$ cat src/rtl/rvfi_dii_trace_sequencer.sv
// rvfi_dii_trace_sequencer: buffers DII packets, injects instructions into the generator and runs the end-of-trace drain/reset/done sequence
module rvfi_dii_trace_sequencer #(
  parameter int FifoDepth     = 4,
  parameter int NrCommitPorts = 2,
  parameter int MaxInflight   = 16,
  parameter int RstCycles     = 8,
  parameter int DrainTimeout  = 64
) (
  input  logic                             clk_i,
  input  logic                             rst_i,
  input  logic                             pkt_valid_i,
  input  logic                             pkt_cmd_i,
  input  logic [31:0]                      pkt_insn_i,
  output logic                             pkt_ready_o,
  output logic                             gen_vld_o,
  output logic [31:0]                      gen_insn_o,
  input  logic                             gen_ready_i,
  input  logic [NrCommitPorts-1:0]         retire_valid_i,
  output logic                             core_rst_o,
  output logic                             trace_done_o,
  output logic [$clog2(MaxInflight+1)-1:0] inflight_o,
  output logic                             err_o
);
  localparam int AW = $clog2(FifoDepth);
  localparam int IW = $clog2(MaxInflight + 1);
  localparam int PW = $clog2(NrCommitPorts + 1);
  localparam int DW = $clog2(DrainTimeout + 1);
  localparam int RW = $clog2(RstCycles + 1);
  typedef enum logic [1:0] {S_RUN, S_DRAIN, S_RESET, S_DONE} state_e;
  state_e        st_q, st_d;
  logic [32:0]   mem_q [FifoDepth];
  logic [AW-1:0] wr_q, rd_q;
  logic [AW:0]   cnt_q, cnt_d;
  logic [IW-1:0] inf_q, inf_d;
  logic [DW-1:0] idle_q, idle_d;
  logic [RW-1:0] rcnt_q, rcnt_d;
  logic          err_q, err_d;
  logic [32:0]   head;
  logic          push, pop, xfer, eot, any_ret, under, timeout;
  logic [PW-1:0] nret;
  logic [IW:0]   sum;
  assign head         = mem_q[rd_q];
  assign pkt_ready_o  = !rst_i && cnt_q != (AW+1)'(FifoDepth);
  assign push         = pkt_valid_i && pkt_ready_o;
  assign gen_vld_o    = !rst_i && st_q == S_RUN && cnt_q != '0 && head[32] && inf_q < IW'(MaxInflight);
  assign gen_insn_o   = rst_i ? '0 : head[31:0];
  assign xfer         = gen_vld_o && gen_ready_i;
  // An end-of-trace head is consumed without ever being offered to the generator
  assign eot          = !rst_i && st_q == S_RUN && cnt_q != '0 && !head[32];
  assign pop          = xfer || eot;
  assign any_ret      = |retire_valid_i;
  assign core_rst_o   = !rst_i && st_q == S_RESET;
  assign trace_done_o = !rst_i && st_q == S_DONE;
  assign inflight_o   = rst_i ? '0 : inf_q;
  assign err_o        = !rst_i && err_q;
  always_comb begin
    nret = '0;
    for (int i = 0; i < NrCommitPorts; i++) nret = nret + PW'(retire_valid_i[i]);
    sum     = {1'b0, inf_q} + (IW+1)'(xfer);
    under   = sum < (IW+1)'(nret);
    timeout = !any_ret && idle_q + DW'(1) == DW'(DrainTimeout);
    cnt_d   = cnt_q + (AW+1)'(push) - (AW+1)'(pop);
    st_d    = st_q;
    idle_d  = idle_q;
    rcnt_d  = rcnt_q;
    inf_d   = '0;
    err_d   = err_q;
    if (st_q == S_RUN || st_q == S_DRAIN) begin
      inf_d = under ? '0 : IW'(sum - (IW+1)'(nret));
      err_d = err_q || under;
    end
    if (st_q == S_RUN && eot) begin
      st_d   = S_DRAIN;
      idle_d = '0;
    end
    if (st_q == S_DRAIN) begin
      idle_d = any_ret ? '0 : idle_q + DW'(1);
      if (inf_q == '0 || timeout) begin
        st_d   = S_RESET;
        rcnt_d = '0;
        inf_d  = '0;
        err_d  = err_d || inf_q != '0;
      end
    end
    if (st_q == S_RESET) begin
      rcnt_d = rcnt_q + RW'(1);
      st_d   = rcnt_q == RW'(RstCycles - 1) ? S_DONE : S_RESET;
    end
    if (st_q == S_DONE) st_d = S_RUN;
  end
  always_ff @(posedge clk_i) if (push) mem_q[wr_q] <= {pkt_cmd_i, pkt_insn_i};
  always_ff @(posedge clk_i) begin
    if (rst_i) begin
      st_q   <= S_RUN;
      wr_q   <= '0;
      rd_q   <= '0;
      cnt_q  <= '0;
      inf_q  <= '0;
      idle_q <= '0;
      rcnt_q <= '0;
      err_q  <= 1'b0;
    end else begin
      st_q   <= st_d;
      wr_q   <= wr_q + AW'(push);
      rd_q   <= rd_q + AW'(pop);
      cnt_q  <= cnt_d;
      inf_q  <= inf_d;
      idle_q <= idle_d;
      rcnt_q <= rcnt_d;
      err_q  <= err_d;
    end
  end
endmodule

$ cat config.mk
export PLATFORM = sky130hd
export DESIGN_NAME = rvfi_dii_trace_sequencer
export DESIGN_NICKNAME = d
export VERILOG_FILES = /design/src/rtl/rvfi_dii_trace_sequencer.sv
export SDC_FILE = /design/constraint.sdc
export NUM_CORES = 1
export LEC_CHECK = 0
export CORE_MARGIN = 2
export CORE_UTILIZATION = 60
export CTS_BUF_LIST = sky130_fd_sc_hd__clkbuf_16
export CTS_CLUSTER_DIAMETER = 80
export DETAILED_ROUTE_END_ITERATION = 8
export DONT_BUFFER_PORTS = 1
export HOLD_SLACK_MARGIN = 0.12
export PLACE_DENSITY = 0.73
export SLEW_MARGIN = 0
export SYNTH_ARGS = -nofsm -noshare
export SYNTH_HDL_FRONTEND = slang
export SYNTH_SLANG_ARGS = --single-unit
$ cat constraint.sdc
create_clock -name clk_i -period 3.9 [get_ports clk_i]
set_clock_uncertainty 0.2 [all_clocks]
set_input_delay 0.195 -clock clk_i [delete_from_list [all_inputs] [get_ports clk_i]]
set_output_delay 0.195 -clock clk_i [all_outputs]
set_load 0.005 [all_outputs]
# Yosys cells after proc, flatten, opt, wreduce, memory -nomap -nowiden
# Memories as Yosys holds them, arrays and structs flattened. A register that Yosys moved wholly into a read port is not among the register bits.
# Cells that the tools add are included.
dict set report op_classes {
  reduce_logical 31
  mux 23
  order_cmp 2
  n_addsub 9
  eq_ne 6
}
# cell count
set op_table {}
lappend op_table {{$mux W32} 1}
lappend op_table {{$mux W5} 5}
lappend op_table {{$mux W7} 3}
lappend op_table {{$logic_and A1 B1 Y1} 13}
lappend op_table {{$mux W4} 3}
lappend op_table {{$mux W2} 5}
lappend op_table {{$add A7 B1 Y7 const B} 1}
lappend op_table {{$eq A7 B7 Y1 const B} 1}
lappend op_table {{$add A5 B1 Y6} 1}
lappend op_table {{$lt A6 B2 Y1} 1}
lappend op_table {{$mux W1} 6}
lappend op_table {{$reduce_bool A2 Y1} 3}
lappend op_table {{$logic_not A5 Y1} 1}
lappend op_table {{$logic_or A1 B1 Y1} 5}
lappend op_table {{$lt A5 B5 Y1 const B} 1}
lappend op_table {{$reduce_bool A5 Y1} 1}
lappend op_table {{$sub A5 B2 Y5} 1}
lappend op_table {{$add A2 B1 Y2} 2}
lappend op_table {{$add A4 B1 Y4 const B} 1}
lappend op_table {{$eq A2 B2 Y1 const B} 2}
lappend op_table {{$eq A4 B3 Y1 const B} 1}
lappend op_table {{$reduce_or A2 Y1} 2}
lappend op_table {{$add A3 B1 Y3} 1}
lappend op_table {{$logic_not A1 Y1} 3}
lappend op_table {{other kinds (7)} 7}
dict set report totals {
  elab_cells 80
  out_inout_bits 42
  mem_bits_rw 132
  reg_bits 26
  mem_count 1
}
# name words width rd rd_clocked_by_memory_dff write_ports line
set memory_table {}
lappend memory_table {mem_q 4 33 1 1 1 31} ;# logic [32:0] mem_q [FifoDepth];

# Logic depth before layout (Yosys ltp)
dict set report logic_depth {
  word_depth 13
  ltp_mapped 14
  depth_no_buf 14
}

# Worst setup path before layout
# OpenSTA, ideal clock, no wires.
dict set report synth_timing {
  kind {reg2reg}
  from {register cnt_q[1]}
  to {memory mem_q[0][0] (enable)}
  t_required_ns 3.236
  path_buffers 0
  path_slack_ns 0.202
  t_arrival_ns 3.034
  path_stages_with_launch 5
  cell_sequence {dfxtp_1 nor2_1 a21oi_1 nand2_1 nor3_1}
}
dict set report synth_via {
  elab_chain_cells 5
}
# item line
set synth_lines {}
lappend synth_lines {{start: declaration} 33} ;# logic [AW:0] cnt_q, cnt_d;
lappend synth_lines {{start signal: assignment} 106} ;# cnt_q <= cnt_d;
lappend synth_lines {{$ne A3 B3 Y1} 43} ;# assign pkt_ready_o = !rst_i && cnt_q != (AW+1)'(FifoDepth);
lappend synth_lines {{$logic_and A1 B1 Y1} 43}
lappend synth_lines {{via pkt_ready_o} 14} ;# output logic pkt_ready_o,
lappend synth_lines {{$logic_and A1 B1 Y1} 44} ;# assign push = pkt_valid_i && pkt_ready_o;
lappend synth_lines {{$mux W1} 91} ;# always_ff @(posedge clk_i) if (push) mem_q[wr_q] <= {pkt_cmd_i, pkt_insn_i};
lappend synth_lines {{$mux W1 (implied by the code)} 91}
lappend synth_lines {{end: declaration} 31}
# The timed path passes the listed nets, and every way through them passes these cells.

# Worst setup path in the final report
dict set report layout_timing {
  from {register st_q[0]}
  to {register err_q}
}
dict set report layout_via {
  elab_chain_cells 13
  elab_cells_between_ends 15
  classes_between {add/sub (1); order compare (1); eq/ne (1); mux (3); reduce/logical (9)}
}
# item line
set layout_lines {}
lappend layout_lines {{start: declaration} 30} ;# state_e st_q, st_d;
lappend layout_lines {{start signal: assignment} 103} ;# st_q <= st_d;
lappend layout_lines {{$logic_not A2 Y1} {45, 68}}
lappend layout_lines {{$logic_and A1 B1 Y1 (4 in series)} 45} ;# assign gen_vld_o = !rst_i && st_q == S_RUN && cnt_q != '0 && head[32] && inf_q < IW'(MaxInflight);
lappend layout_lines {{$logic_and A1 B1 Y1} 47} ;# assign xfer = gen_vld_o && gen_ready_i;
lappend layout_lines {{$add A5 B1 Y6} 59} ;# sum = {1'b0, inf_q} + (IW+1)'(xfer);
lappend layout_lines {{$lt A6 B2 Y1} 60} ;# under = sum < (IW+1)'(nret);
lappend layout_lines {{$logic_or A1 B1 Y1} 70} ;# err_d = err_q || under;
lappend layout_lines {{$mux W1} 68} ;# if (st_q == S_RUN || st_q == S_DRAIN) begin
lappend layout_lines {{$logic_or A1 B1 Y1} 82} ;# err_d = err_d || inf_q != '0;
lappend layout_lines {{$mux W1} 78} ;# if (inf_q == '0 || timeout) begin
lappend layout_lines {{$mux W1 *} 76} ;# if (st_q == S_DRAIN) begin
lappend layout_lines {{end signal: assignment} 110} ;# err_q <= err_d;
lappend layout_lines {{end: declaration} 37} ;# logic err_q, err_d;
# Every way passes the cells marked *; elsewhere a longest branch is shown, timed or not.
# A chain may end at the register's enable or synchronous reset.

==> impl_metrics.toml <==
[power_and_ir_drop]
p_per_area_nw_per_um2 = 595
vdd_drop_max_v = 0.000435
leakage_uw = 0.00265

[synthesis]
synthArstFlopShare_pct = 0
ys_seq_area_share_pct = 66.9
ys_ff_latch = 158
synth_largest_area_cell = "edfxtp_1"
synthCells = 421
synth.avg_cell_area_um2 = 15.9
yosys.cell_types.count = 50
synth_nets = 479
synth_common_cells = "edfxtp_1, nor2b_1, mux4_2"
synth_edf_count = 132
synthesis.area_um2 = 6710
yosys-top-cells-area = "edfxtp_1, mux4_2, dfxtp_1"
synth_top_area_share_pct = 59.1
synth_top_flop_cell = "edfxtp_1"
yosys.cell_count.top_type = "edfxtp_1"
yosysWarnings = 0

[floorplan]
rows = 38
pin_count = 81
die_y_um = 110
die-area_um2 = 12000
die_w_um = 110
core_area_um2 = 10900
start_util_pct = 61.6

[cells_and_area]
syn_to_final_growth_pct = 16.4
n_antenna_cell = 0
nNetsFinal = 521
drive_gt1_share_pct = 16.8
finalInstanceArea_um2 = 7800

[sta]
finalWorstSetupSlack_ns = 0.280
tightest_slew_ns = 0.896
maxSlewViolCount = 0
finalCritPeriodShare_pct = 92.8
tns_ns = 0
rsz0062_at_grt = "false"
layout_min_cycle_time_ns = 3.62
hold_viol = 0
max_freq_mhz = 276
setup_violations = 0
slew_headroom_pct = 40.3

[placed_design]
placed_area_um2 = 6860
dp_hpwl_um = 7220
gp_congestion = 0.828
io_buffers = 0
pre_cts_ws_ns = 0.243

[global_route]
use_met2_pct = 37.1
grt_pass1_wl_um = 18900
use_met1_pct = 26.7
global_route.overflow_total = 0
grt_usage_pct = 21.9
grt_pass1_vias = 3707
met3_usage_pct = 7.88
top_usage_layer = "met2"
antenna_found_initial = 0
grt_start_max_net_pins = 44

[worst_setup_path]
cp-end-kind = "flop"
crit_type = "flop to flop"
arrival_ns = 3.78
ff2ff_path_depth = 14
rrSetupSlack_ns = 0.28
path_cells = "inv_1 -> ha_1 -> or3b_2 -> nor3b_2 -> and2_1 -> ha_1 -> ha_1 -> inv_1 -> fa_1 -> or4b_1 -> o31ai_1 -> nand2_1 -> o22ai_1 -> o21ba_2"
path_common_cell = "ha_1"
crit_path_start_kind = "flop"
cp_max_fo = 7
max_stage_delay_ns = 0.48
slowest_stage = "or3b_2"
required_ns = 4.06

[cts]
numCtsBuffers = 17
cts_root_buf = "clkbuf_16"
cts_tree = "built"
htree_levels = 4
cts_sinks = 158
clk_pin_slew_ns = 0.06
cts_buffer_depth = 2
post_cts_buffers = 0
clk_latency_ns = 0.41

[min_path]
hold_path.class = "input port to flop"
holdPathStages = 4

[detailed_routing]
first_pass_iters = 4
drtIter0Drc = 265
vias_per_cell = 5.90
wire_per_inst_um = 19.8
dr_total_vias = 3636
antenna_left = 0
drcViolationCount = 0
wl_um = 12200

[run]
cap_violations = 0

[status]
outcome = "finished, final reports clean"
==> sequential cells by signal, summed over array words and instances (netlist names), 2 cells and up <==
signal,cells
idle_q,7
rcnt_q,4
rd_q,2
wr_q,2
st_q,2
mem_q,132
cnt_q,3
inf_q,5
==> area by class of cell <==
type / instances / area, um2
sequential: 158 / 4490
fill: 685 / 3080
multi-input combinational: 228 / 2100
timing repair buffer: 45 / 433
clock buffer: 17 / 425
tap: 140 / 175
clock inverter: 15 / 131
inverter: 13 / 48.8
==> kinds of logic (layout without fill, tap and decap cells) <==
kind of cell / count (synthesis) / count (layout) / synth area share [%]
flip-flops: 158 / 158 / 66.9
AND/OR/NAND/NOR: 124 / 124 / 10.2
AO/OA/AOI/OAI: 42 / 42 / 4.55
multiplexers: 35 / 35 / 11.4
buffers and inverters: 35 / 90 / 2.16
adder cells (fa/ha/maj): 19 / 19 / 3.77
XOR/XNOR: 8 / 8 / 1.05
==> where the power goes <==
part | switching [uW] | total, uW | internal (uW)
Combinational | 532 | 1050 | 520
Clock | 618 | 1550 | 929
Sequential | 90.4 | 2040 | 1950
Total | 1240 | 4640 | 3400
==> placed cells by master (no fill, tap or decap), types with 3 or more instances in the layout <==
cell type,count
xnor2_1,6
a311oi_1,7
a21oi_1,9
nand3_1,8
nand4_1,3
ha_1,17
and3_1,3
inv_6,3
nor3_1,5
dfxtp_1,24
edfxtp_1,132
buf_4,7
clkbuf_16,17
o31ai_1,3
nand2_1,15
and2_1,3
mux4_2,33
inv_1,18
o21ai_0,6
dlygate4sd3_1,38
nor2b_1,44
nor2_1,26
a21boi_0,3
==> critical path, delay by kind of cell, from the launching register on <==
family                   cells  cell delay, ns
flip-flops                   1            0.34
AO/OA/AOI/OAI                3            0.45
adder cells (fa/ha/maj)      4            0.98
AND/OR/NAND/NOR              5            1.42
buffers and inverters        2            0.19
==> final timing paths <==
| check | start | endpoint |
|---|---|---|
| max | st_q[0] | err_q |
| min reg2reg | err_q | err_q |
| min | gen_ready_i | rd_q[0] |
| max reg2reg | st_q[0] | err_q |
==> stage by stage <==
step	hold WS (ns)	util [%]	power, uW	std cells
after CTS	0.157	71.6	4690	616
after global placement	0.0729	63.0	3060	546
after global routing	0.173	71.7	4870	616
after detailed placement	0.0758	63.0	3090	546
final	0.166	71.7	4640	616
after floorplan	0.0939	-	2900	421
==> layer usage <==
| metal | vias to the layer above | wire length [um] | share of wire [%] |
|---|---|---|---|
| li1 | 1703 | - | - |
| met1 | 1843 | 4950 | 41 |
| met2 | 86 | 6490 | 53 |
| met3 | 4 | 718 | 5.9 |
| met4 | 0 | 45 | 0.37 |
| met5 | - | 0 | 0 |
==> what timing repair did <==
action / 4_1_cts / 5_1_grt
endpoints found under the hold margin: 158 / 0
gates resized for setup: 0 / 2
hold buffers: 38 / 0
endpoints found under the setup margin: 0 / 3
Note: power is estimated with default switching activity, not from simulation.
